$ cat src/rtl/knn_vote.sv
// knn_vote: majority-vote classifier over a sorted K-nearest-neighbour list.
// Snapshots the list on start, builds a per-class vote histogram one entry per
// cycle, then scans the classes one per cycle to pick the winner. Ties are
// broken in favour of the class whose first vote came from the nearer entry.
module knn_vote #(
    parameter int DATA_W = 32,
    parameter int C      = 8,
    parameter int K      = 4,
    parameter int NCLASS = 16
) (
    input  logic                      clk,
    input  logic                      rst,
    input  logic                      start,
    input  logic [K*(DATA_W+C)-1:0]   nb_list,
    output logic                      busy,
    output logic                      done,
    output logic [C-1:0]              label_out,
    output logic [$clog2(K+1)-1:0]    n_valid,
    output logic                      err
);

    localparam int EW    = DATA_W + C;
    localparam int CNT_W = $clog2(K + 1);
    localparam int IDX_W = (K > 1) ? $clog2(K) : 1;
    localparam int CLS_W = (NCLASS > 1) ? $clog2(NCLASS) : 1;

    localparam logic [C:0]       NCLASS_C = (C + 1)'(NCLASS);
    localparam logic [IDX_W-1:0] LAST_ENT = IDX_W'(K - 1);
    localparam logic [CLS_W-1:0] LAST_CLS = CLS_W'(NCLASS - 1);

    typedef enum logic [2:0] {
        S_IDLE,
        S_CLEAR,
        S_SCAN,
        S_SELECT,
        S_DONE
    } state_t;

    state_t             state_q;
    logic [K*EW-1:0]    snap_q;
    logic [CNT_W-1:0]   votes_q [NCLASS];
    logic [IDX_W-1:0]   first_q [NCLASS];
    logic [IDX_W-1:0]   ent_q;
    logic [CLS_W-1:0]   cls_q;
    logic [CLS_W-1:0]   best_cls_q;
    logic [CNT_W-1:0]   best_cnt_q;
    logic [IDX_W-1:0]   best_first_q;
    logic [CNT_W-1:0]   nv_acc_q;
    logic               err_acc_q;
    logic               busy_q;
    logic               done_q;
    logic [C-1:0]       label_q;
    logic [CNT_W-1:0]   n_valid_q;
    logic               err_q;

    // Decoded view of the entry under scan and of the class under selection.
    logic [DATA_W-1:0]  cur_dist;
    logic [C-1:0]       cur_label;
    logic [CLS_W-1:0]   cur_idx;
    logic               cur_empty;
    logic               cur_valid;
    logic [CNT_W-1:0]   sel_votes;
    logic [IDX_W-1:0]   sel_first;
    logic               sel_take;
    logic [CLS_W-1:0]   best_cls_d;
    logic [CNT_W-1:0]   best_cnt_d;
    logic [IDX_W-1:0]   best_first_d;

    // The snapshot shifts up one entry per SCAN cycle, so the current entry
    // always sits in the top slot; the selection compare feeds the trackers.
    always_comb begin
        cur_dist     = snap_q[K*EW-1 -: DATA_W];
        cur_label    = snap_q[(K-1)*EW +: C];
        cur_idx      = CLS_W'(cur_label);
        cur_empty    = &cur_dist;
        cur_valid    = !cur_empty && ({1'b0, cur_label} < NCLASS_C);
        sel_votes    = votes_q[cls_q];
        sel_first    = first_q[cls_q];
        sel_take     = (sel_votes > best_cnt_q) ||
                       ((sel_votes == best_cnt_q) && (sel_votes != '0) &&
                        (sel_first < best_first_q));
        best_cls_d   = sel_take ? cls_q     : best_cls_q;
        best_cnt_d   = sel_take ? sel_votes : best_cnt_q;
        best_first_d = sel_take ? sel_first : best_first_q;
    end

    // Control FSM with histogram, trackers and registered result outputs.
    always_ff @(posedge clk or negedge rst) begin
        if (!rst) begin
            state_q      <= S_IDLE;
            snap_q       <= '0;
            for (int i = 0; i < NCLASS; i++) begin
                votes_q[i] <= '0;
                first_q[i] <= '0;
            end
            ent_q        <= '0;
            cls_q        <= '0;
            best_cls_q   <= '0;
            best_cnt_q   <= '0;
            best_first_q <= '0;
            nv_acc_q     <= '0;
            err_acc_q    <= 1'b0;
            busy_q       <= 1'b0;
            done_q       <= 1'b0;
            label_q      <= '0;
            n_valid_q    <= '0;
            err_q        <= 1'b0;
        end else begin
            done_q <= 1'b0;
            case (state_q)
                S_IDLE: begin
                    if (start) begin
                        snap_q    <= nb_list;
                        err_q     <= 1'b0;
                        n_valid_q <= '0;
                        busy_q    <= 1'b1;
                        state_q   <= S_CLEAR;
                    end
                end
                S_CLEAR: begin
                    for (int i = 0; i < NCLASS; i++) begin
                        votes_q[i] <= '0;
                        first_q[i] <= LAST_ENT;
                    end
                    ent_q     <= '0;
                    nv_acc_q  <= '0;
                    err_acc_q <= 1'b0;
                    state_q   <= S_SCAN;
                end
                S_SCAN: begin
                    if (cur_valid) begin
                        votes_q[cur_idx] <= votes_q[cur_idx] + 1'b1;
                        nv_acc_q         <= nv_acc_q + 1'b1;
                        if (votes_q[cur_idx] == '0) begin
                            first_q[cur_idx] <= ent_q;
                        end
                    end else if (!cur_empty) begin
                        // Non-empty entry with an out-of-range label.
                        err_acc_q <= 1'b1;
                    end
                    snap_q <= snap_q << EW;
                    ent_q  <= ent_q + 1'b1;
                    if (ent_q == LAST_ENT) begin
                        cls_q        <= '0;
                        best_cls_q   <= '0;
                        best_cnt_q   <= '0;
                        best_first_q <= '0;
                        state_q      <= S_SELECT;
                    end
                end
                S_SELECT: begin
                    best_cls_q   <= best_cls_d;
                    best_cnt_q   <= best_cnt_d;
                    best_first_q <= best_first_d;
                    cls_q        <= cls_q + 1'b1;
                    if (cls_q == LAST_CLS) begin
                        label_q   <= C'(best_cls_d);
                        n_valid_q <= nv_acc_q;
                        err_q     <= err_acc_q;
                        done_q    <= 1'b1;
                        state_q   <= S_DONE;
                    end
                end
                S_DONE: begin
                    busy_q  <= 1'b0;
                    state_q <= S_IDLE;
                end
                default: begin
                    busy_q  <= 1'b0;
                    state_q <= S_IDLE;
                end
            endcase
        end
    end

    assign busy      = busy_q;
    assign done      = done_q;
    assign label_out = label_q;
    assign n_valid   = n_valid_q;
    assign err       = err_q;

endmodule

$ cat config.mk
export PLATFORM = sky130hd
export DESIGN_NAME = knn_vote
export DESIGN_NICKNAME = d
export VERILOG_FILES = /design/src/rtl/knn_vote.sv
export SDC_FILE = /design/constraint.sdc
export NUM_CORES = 1
export LEC_CHECK = 0
export ABC_AREA = 1
export CORE_MARGIN = 10
export CORE_UTILIZATION = 59
export CTS_BUF_LIST = sky130_fd_sc_hd__clkbuf_8 sky130_fd_sc_hd__clkbuf_16
export CTS_CLUSTER_SIZE = 24
export DETAILED_ROUTE_END_ITERATION = 12
export PLACE_DENSITY = 0.83
export SLEW_MARGIN = 20
export SYNTH_ARGS = -nofsm -noshare
export SYNTH_HDL_FRONTEND = slang
export SYNTH_SLANG_ARGS = --single-unit
$ cat constraint.sdc
create_clock -name clk -period 7.3 [get_ports clk]
set_input_delay 1.095 -clock clk [delete_from_list [all_inputs] [get_ports clk]]
set_output_delay 1.095 -clock clk [all_outputs]
set_load 0.05 [all_outputs]
; Word level (Yosys, flattened, before mapping)
; Cells that the tools add are included.
[word_totals]
input_bits = 163
reg_bits = 272
output_inout_bits = 14
[classes]
add_sub_neg = 4
mux = 52
eq_ne = 14
n_reduce_logical = 25
n_bitwise = 3
n_lt_le_gt_ge = 6
[op_table]
columns = op, n
row1 = 160-bit case mux with 2 select lines, 1
row2 = 160-bit two-way mux, 1
row3 = 48-bit case mux with 2 select lines, 1
row4 = 32-bit two-way mux, 2
row5 = 32-bit case mux with 2 select lines, 1
row6 = 48-bit bitwise mux, 1
row7 = 48-bit two-way mux, 1
row8 = 3-bit two-way mux, 13
row9 = 32-bit bitwise mux, 1
row10 = 32-bit AND reduction, 1
row11 = 3-bit binary-select mux with 4-bit select, 2
row12 = 3-bit case mux with 2 select lines, 3
row13 = "2-bit inequality test, second input constant", 8
row14 = 4-bit case mux with 2 select lines, 2
row15 = 3-bit AND reduction, 5
row16 = 3-bit demux with 4-bit select, 1
row17 = 3-bit case mux with 4 select lines, 1
row18 = "5-bit greater-or-equal comparator, second input constant", 2
row19 = 2-bit two-way mux, 5
row20 = 4-bit inverter with 5-bit output, 2
row21 = 2-bit AND reduction, 5
row22 = 2-bit binary-select mux with 4-bit select, 1
row23 = 2-bit demux with 4-bit select, 1
row24 = "8-bit by 5-bit < comparator with 1-bit output, second input constant", 1
row25 = 23 further kinds, 42

; Depth between registers and ports, before layout
; Gate-level depths: netlist (run 1).
[depth]
word_depth = 10
ltp_mapped = 17
ltp_nobuf = 16

; Least setup slack after synthesis (run 1)
; No wires, ideal clock.
[synth_timing]
path_type = reg-to-reg
start = reg snap_q[121]
end = reg votes_q[40] in the netlist's numbering
required_time_ns = 7.217
synth_period_minus_slack_ns = 2.447
arrival_time_ns = 2.364
path_stages_with_launch = 13
n_path_buf = 3
path_slack_ns = 4.853
cell_sequence = dfrtp_1 -> nor2_2 -> a22oi_1 -> nand2_1 -> nand2_1 -> nand4_1 -> clkinv_1 -> buf_2 -> ha_1 -> buf_1 -> clkbuf_1 -> nand2_1 -> o21ai_0
[synth_via]
elab_chain_len = 8
word_cells_on_any_way = 17
cone_classes = add/sub: 1 / order compare: 3 / eq/ne: 1 / mux: 8 / bitwise: 1 / reduce/logical: 3
[synth_rtl]
columns = item, line_no
row1 = start: declaration, 40  ; logic [K*EW-1:0] snap_q;
row2 = start signal: assignment, 113  ; snap_q <= nb_list;
row3 = start signal: assignment, 141  ; snap_q <= snap_q << EW;
row4 = 4-bit inverter with 5-bit output (not written as such), 132  ; votes_q[cur_idx] <= votes_q[cur_idx] + 1'b1;
row5 = 3-bit binary-select mux with 4-bit select (tied with other cells), 132
row6 = 3-bit two-way mux (not written as such) or 1-bit logical AND (tied branches), 132
row7 = 3-bit two-way mux (not written as such), 132
row8 = 3-bit by 1-bit adder with 3-bit output or 3-bit demux with 4-bit select (tied branches), 132
row9 = 48-bit bitwise mux, 132
row10 = 48-bit two-way mux, 131  ; if (cur_valid) begin
row11 = 48-bit case mux with 2 select lines, 110  ; case (state_q)
row12 = end signal: indexed assignment, 132
row13 = end: declaration, 41  ; logic [CNT_W-1:0] votes_q [NCLASS];
; Parallel ways exist; a longest one is shown, timed or not. The select of a mux whose other input is x is not followed.
; A chain may end at the register's enable or synchronous reset.

; Final worst setup path (run 1)
[layout_timing]
start = reg state_q[1]
end = reg votes_q[43] in the netlist's numbering
[layout_via]
elab_chain_len = 3
word_cells_on_any_way = 6
cone_classes = eq/ne: 3 / mux: 1 / reduce/logical: 2
[layout_rtl]
columns = item, line_no
row1 = start: declaration, 39  ; state_t state_q;
row2 = start signal: assignment, 90  ; state_q <= S_IDLE;
row3 = start signal: assignment, 117  ; state_q <= S_CLEAR;
row4 = start signal: assignment, 128  ; state_q <= S_SCAN;
row5 = 3-bit by 2-bit equality test with 1-bit output or 3-bit by 1-bit equality test with 1-bit output (tied branches), 110
row6 = 2-bit inequality test (no source line) or 2-bit nonzero test (tied branches), --
row7 = 2-bit AND reduction (no source line), --
; Parallel ways exist; a longest one is shown, timed or not.

==> out/results.tsv, run 1 <==
stage	metric	value	unit
synth	synth_area_leaders	dfrtp_1 51%, nand2_1 9.6%, nor2_1 8.7%, nor3_1 7.6%, nand3_1 4.5%	
floorplan	ioPinCount	177	
global_routing	groute.usage.overall	0.2585	
synth	syn-cell-area	13240	um2
floorplan	die_w	169.8	um
floorplan	row_count	54	
sta	relSlewSlack	0.2630	
sta	hold_violations	0	
synth	synth-main-ff-cell	dfrtp_1	
synth	synth_top_family_by_area	simple AND/OR/NAND/NOR gates	
global_routing	antenna_found_initial	4	
clock_network	cts-hold-fix-buffers	0	
synth	postSynth.asyncResetShare	1.000	
clock_network	cts_setup_buffers	0	
power_and_ir_drop	switching_share	0.4446	
synth	synth_compound_area_frac	0.08394	
routing	route.detailed.wl_per_inst	17.87	um
floorplan	start_util	0.6028	
flow_run	drv_cap	0	
finish	nets	1980	
clock_network	cts_resized	0	
critical_path	critPathArrivalTime	4.18	ns
clock_network	cts-buffers-inserted	29	
sta	max_freq	265.4	MHz
critical_path	path_class	flop to flop	
critical_path	cp.required	7.71	ns
clock_network	clkLatencyLatePin	0.56	ns
floorplan	die_h	169.8	um
clock_network	htree_levels	1	
clock_network	root_buffer	clkbuf_16	
global_routing	grt_pass1_vias	11908	
placement	dp.cells	2057	
synth	synth_top_cell_by_area	dfrtp_1	
clock_network	cts_buffer_depth	3	
clock_network	cts_tree	built	
power_and_ir_drop	p_leak	7.141	nW
hold_path	hold_path_class	flop to flop	
routing	antenna_left	0	
run_status	status	completed	
sta	slew_violations	0	
routing	totalWireLength	37.75	mm
routing	drtIter0Drc	1358	
placement	port_buffers	172	
sta	tightestPinTransition	1.105	ns
power_and_ir_drop	powerDensity	454.9	nW/um2
finish	mostFrequentLayoutCells	337 x nand2_1, 306 x nor2_1, 272 x dfrtp_1	
finish	drive_above_1_share	0.05079	
critical_path	cp-end-kind	flop	
synth	synth_top_area_frac	0.5142	
global_routing	grt_max_degree	145	
power_and_ir_drop	internal-power	0.004042	W
power_and_ir_drop	peakVddDrop	0.2549	mV
sta	tns	0	ns
sta	grt_setup_unrepaired	false	
routing	drt-pass1-iter-count	5	
synth	synth_edf_count	0	
placement	place_congestion	0.8912	
synth	synthCells	1693	
finish	area_growth_syn_to_layout	20.89	%
routing	viasPerCell	5.782	
synth	synth_cell_type_count	38	
floorplan	die_area	28830	um2
critical_path	cp_max_fo	111	
global_routing	grt_pass1_wl	61.24	mm
synth	yosysWarningCount	0	
routing	drc_errors	0	
sta	fin_crit_sh	0.5162	
synth	synthMuxAreaShare	0	
synth	synth_seq_cells	272	
power_and_ir_drop	p_total	0.007278	W
clock_network	cts_sinks	272	
finish	final_common_cell	nand2_1	
placement	hpwl	24.72	mm
synth	yosys.area_share.simple	0.3200	
sta	clock_skew	0.01065	ns
synth	synth_xor_area_frac	0.002080	
power_and_ir_drop	seq_power_share	0.348	
power_and_ir_drop	power_frac_clock	0.213	
clock_network	clk_pin_slew	0.06	ns
synth	avgSynthCellArea	7.818	um2
finish	finalNonFillerCells	2113	
power_and_ir_drop	comb_power_share	0.440	
global_routing	overflow	0	
floorplan	core	21960	um2
synth	synth-seq-area-share	0.5142	
critical_path	start_kind	flop	
routing	num_vias	12218	
power_and_ir_drop	switchingPower	0.003236	W
synth	synthAdderAreaFrac	0.008507	
sta	setup_viol	0	
sta	fin_crit	3.768	ns
-- final cells by class --
| class | count | area [um2] |
|---|---|---|
| flip-flops and latches | 272 | 6807 |
| clock buffers | 38 | 849.6 |
| multi-input cells | 1194 | 5522 |
| well taps | 280 | 350.3 |
| repair buffers | 180 | 1799 |
| diodes | 2 | 5.005 |
| inverters | 131 | 496.7 |
| clock inverters | 16 | 172.7 |
| fillers | 1674 | 5957 |
-- final timing paths --
check                                   startpoint                 endpoint  slack, ns  cells after the start
hold / removal             first_q[21]$_DFFE_PN0P_  first_q[21]$_DFFE_PN0P_       0.48                      2
min in group asynchronous                      rst   votes_q[9]$_DFFE_PN0P_       0.62                      1
hold reg to reg            first_q[21]$_DFFE_PN0P_  first_q[21]$_DFFE_PN0P_       0.48                      2
setup / recovery            state_q[1]$_DFFE_PN0P_  votes_q[43]$_DFFE_PN0P_       3.53                     11
max in group asynchronous                      rst   snap_q[17]$_DFFE_PN0P_       5.41                      2
setup reg to reg            state_q[1]$_DFFE_PN0P_  votes_q[43]$_DFFE_PN0P_       3.53                     11
-- stage by stage --
| stage | hold WS (ns) | utilization | cell area (um2) | setup slack [ns] |
|---|---|---|---|---|
| floorplan | 0.4366 | - | 13250 | 4.853 |
| global route | 0.4992 | 0.7285 | 16000 | 3.218 |
| global placement | 0.4554 | 0.6819 | 14970 | 3.587 |
| CTS | 0.4741 | 0.7285 | 16000 | 3.560 |
| detailed placement | 0.4595 | 0.6819 | 14970 | 3.489 |
| finish | 0.4769 | 0.7287 | 16000 | 3.532 |
-- worst max-delay path, stage by stage, from the launching register on --
cell and delay [ns]:
dfrtp_1 0.38, inv_2 0.07, nor2_1 0.17, inv_2 0.09
nor2_4 0.12, buf_4 0.79, buf_4 0.64, nand3_1 0.25
nand3_1 0.63, nor2_1 0.18, nand2_1 0.11, o21ai_0 0.12
-- routing by layer --
layer	part of all wire	track usage	up-vias
met5	0.00042	0	-
met4	0.030	0.07860	4
met3	0.086	0.06234	87
met2	0.48	0.4148	509
met1	0.41	0.3411	5846
li1	-	-	5772
-- power by group through the flow --
stage | logic (W) | clock network, W | registers [W]
detailed placement | 0.00313 | 0 | 0.00253
CTS | 0.00317 | 0.00156 | 0.00252
finish | 0.00320 | 0.00155 | 0.00253
floorplan | 0.00240 | 0 | 0.00244
global route | 0.00360 | 0.00161 | 0.00259
global placement | 0.00300 | 0 | 0.00251
-- cells by family after synthesis --
kind of cell | count (synthesis)
DFF | 272
and+or+nand+nor | 993
xor gates and xnor gates | 1
adders and majority gates | 9
other | 1
buffers and inverters | 230
AOI/OAI and AO/OA | 187
-- cell usage after synthesis, types with 3 or more instances --
cell type and count:
nor2_1 306, buf_1 10, clkinv_1 3, buf_2 20, o21ai_0 92, buf_6 3
dfrtp_1 272, nand3_2 3, nand2_1 338, inv_1 115, nor3_1 200, clkbuf_1 59
nand3_1 120, inv_2 12, a211oi_1 40, ha_1 9, nor2_2 4, o21ai_1 5
a22oi_1 16, o22ai_1 8, nand4_1 10, a21oi_1 18, nand2_2 4, nor2_4 4
buf_4 7
-- sequential cells by signal, indices dropped and copies added (netlist names), 2 cells and up --
| register | cells |
|---|---|
| best_cls_q | 4 |
| best_cnt_q | 3 |
| best_first_q | 2 |
| cls_q | 4 |
| ent_q | 2 |
| first_q | 32 |
| label_out | 4 |
| n_valid | 3 |
| nv_acc_q | 3 |
| snap_q | 160 |
| state_q | 3 |
| votes_q | 48 |
Note: power is estimated with default switching activity, not from simulation.
==> inputs of run 2 (changes only) <==
--- a/config.mk
+++ b/config.mk
@@ -7,11 +7,11 @@
 export LEC_CHECK = 0
 export ABC_AREA = 1
 export CORE_MARGIN = 10
-export CORE_UTILIZATION = 59
+export CORE_UTILIZATION = 56
 export CTS_BUF_LIST = sky130_fd_sc_hd__clkbuf_8 sky130_fd_sc_hd__clkbuf_16
 export CTS_CLUSTER_SIZE = 24
 export DETAILED_ROUTE_END_ITERATION = 12
-export PLACE_DENSITY = 0.83
+export PLACE_DENSITY = 0.79
 export SLEW_MARGIN = 20
 export SYNTH_ARGS = -nofsm -noshare
 export SYNTH_HDL_FRONTEND = slang
==> constraint.sdc (replaced) <==
create_clock -name clk -period 3.95 [get_ports clk]
set_input_delay 0.5925 -clock clk [delete_from_list [all_inputs] [get_ports clk]]
set_output_delay 0.5925 -clock clk [all_outputs]
set_load 0.05 [all_outputs]
==> out/results.tsv, run 2 (same netlist as run 1, synthesis figures left out) <==
stage	metric	value	unit	change
run_status	status	completed		
critical_path	critPathArrivalTime	3.48	ns	-0.70 ns
power_and_ir_drop	switchingPower	0.005918	W	+83%
critical_path	max_stage_delay	0.81	ns	+0.02 ns
critical_path	start_kind	flop		
power_and_ir_drop	comb_power_share	0.439		about the same
floorplan	ioPinCount	177		unchanged
sta	fin_ws	0.9374	ns	-2.595 ns
global_routing	antenna_found_initial	4		unchanged
floorplan	start_util	0.5673		-0.03549
clock_network	clkLatencyLatePin	0.57	ns	about the same
clock_network	clk_pin_slew	0.06	ns	about the same
critical_path	cpLargestDelayFamily	simple AND/OR/NAND/NOR gates		
global_routing	grt_util_met1	0.3215		-0.01956
power_and_ir_drop	peakVddDrop	0.6945	mV	+170%
placement	place_congestion	0.9301		+4.4%
finish	nets	1986		+0.30%
floorplan	row_count	56		+3.7%
critical_path	crit_chain	nor2_1 > inv_2 > nor2_4 > buf_12 > nand3_1 > nor2_1 > nand2_1 > o21ai_0		
finish	area_growth_syn_to_layout	21.86	%	
sta	tightestPinTransition	1.030	ns	-0.07521 ns
sta	grt_setup_unrepaired	false		
global_routing	grt_pass1_wl	61.06	mm	-0.29%
sta	fin_crit	3.013	ns	-0.7553 ns
routing	antenna_left	0		unchanged
critical_path	cp-end-kind	flop		
clock_network	cts-hold-fix-buffers	0		unchanged
finish	final_common_cell	nand2_1		
floorplan	core	23330	um2	+6.3%
finish	top_regs	snap_q x160, votes_q x48, first_q x32		
global_routing	gr-usage-met2	0.3819		-0.03288
critical_path	path_class	flop to flop		
finish	drive_above_1_share	0.05338		+0.002585
power_and_ir_drop	p_leak	7.164	nW	+0.33%
placement	port_buffers	172		unchanged
floorplan	die_area	30190	um2	+4.7%
critical_path	cp_common_cell	nor2_1		
routing	drtIter0Drc	1275		-6.1%
critical_path	cp.required	4.42	ns	-3.29 ns
routing	drt-pass1-iter-count	9		+4
routing	num_vias	12006		-1.7%
sta	tns	0	ns	unchanged
global_routing	busiest_layer	met2		
placement	hpwl	25.49	mm	+3.1%
global_routing	groute.usage.overall	0.2413		-0.01729
clock_network	cts_setup_buffers	0		unchanged
finish	multi_input_area	5522	um2	unchanged
power_and_ir_drop	powerDensity	831.7	nW/um2	+83%
sta	max_freq	331.9	MHz	+25%
critical_path	slowest_stage	nand3_1		
power_and_ir_drop	internal-power	0.007498	W	+85%
floorplan	die_w	173.7	um	+2.3%
power_and_ir_drop	power_frac_clock	0.211		-0.002
finish	top_register	snap_q		
finish	register_area	6807	um2	unchanged
power_and_ir_drop	switching_share	0.4411		-0.003535
clock_network	htree_levels	1		unchanged
clock_network	root_buffer	clkbuf_16		
critical_path	cp_max_fo	169		+52%
clock_network	cts-buffers-inserted	29		unchanged
sta	slew_violations	0		unchanged
clock_network	cts_tree	built		
global_routing	overflow	0		unchanged
global_routing	grt_pass1_vias	11829		-0.66%
finish	largest_reg_flops	160		unchanged
routing	route.detailed.wl_per_inst	17.26	um	-3.4%
sta	setup_viol	0		unchanged
critical_path	cp_num_buf_inv	2		-2
finish	mostFrequentLayoutCells	337 x nand2_1, 306 x nor2_1, 272 x dfrtp_1		
global_routing	grt_max_degree	170		+17%
placement	post-place-ws	1.092	ns	-2.397 ns
clock_network	cts_resized	0		unchanged
sta	relSlewSlack	0.3131		+0.05014
sta	fin_crit_sh	0.7627		+0.2465
hold_path	hold_path_class	input port to async pin		
sta	hold_violations	0		unchanged
finish	fill_cells	1878		+12%
clock_network	cts_sinks	272		unchanged
power_and_ir_drop	seq_power_share	0.350		+0.002
routing	viasPerCell	5.558		-3.9%
clock_network	cts_buffer_depth	3		unchanged
routing	totalWireLength	37.28	mm	-1.2%
global_routing	met3_usage	0.05293		-0.009410
routing	drc_errors	0		unchanged
floorplan	die_h	173.7	um	+2.3%
flow_run	drv_cap	0		unchanged
sta	clock_skew	0.01603	ns	+0.005383 ns
[run 2: routing by layer]
layer | up-vias | part of all wire
met5 | - | 0
met4 | 0 | 0.033
met3 | 80 | 0.068
met2 | 411 | 0.47
met1 | 5721 | 0.43
li1 | 5794 | -
[run 2: area by class of cell]
cell class                      count  area share
Antenna cell                        5   0.0007757
Clock buffer                       37     0.05182
Clock inverter                     16     0.01094
Inverter                          131     0.03079
Multi-Input combinational cell   1194      0.3423
Sequential cell                   272      0.4220
Tap cell                          319     0.02474
Timing Repair Buffer              186      0.1167
[run 2: power by group through the flow]
stage	registers (W)	clock network, W	logic [W]
global route	0.00479	0.00300	0.00665
finish	0.00469	0.00284	0.00589
floorplan	0.00451	0	0.00443
global placement	0.00467	0	0.00564
detailed placement	0.00469	0	0.00582
CTS	0.00467	0.00285	0.00587
[run 2: final timing paths]
path	from	endpoint	slack, ns	depth (start not counted)
setup reg to reg	state_q[2]$_DFFE_PN0P_	votes_q[41]$_DFFE_PN0P_	0.94	8
hold reg to reg	first_q[29]$_DFFE_PN0P_	first_q[29]$_DFFE_PN0P_	0.47	2
min in group clk	first_q[29]$_DFFE_PN0P_	first_q[29]$_DFFE_PN0P_	0.47	2
setup / recovery	state_q[2]$_DFFE_PN0P_	votes_q[41]$_DFFE_PN0P_	0.94	8
hold / removal	rst	votes_q[7]$_DFFE_PN0P_	0.15	1
max in group asynchronous	rst	snap_q[126]$_DFFE_PN0P_	2.70	2
[run 2: metrics by stage]
step | power, W | instance area, um2 | hold slack (ns) | util | instances
4_1_cts | 0.01338 | 16120 | 0.2078 | 0.6908 | 2155
2_1_floorplan | 0.008942 | 13250 | 0.2969 | - | 1696
5_1_grt | 0.01443 | 16130 | 0.2482 | 0.6911 | 2158
3_3_place_gp | 0.01031 | 15110 | 0.4529 | 0.6474 | 2102
3_5_place_dp | 0.01052 | 15110 | 0.4552 | 0.6474 | 2102
6_report | 0.01342 | 16130 | 0.1504 | 0.6913 | 2160
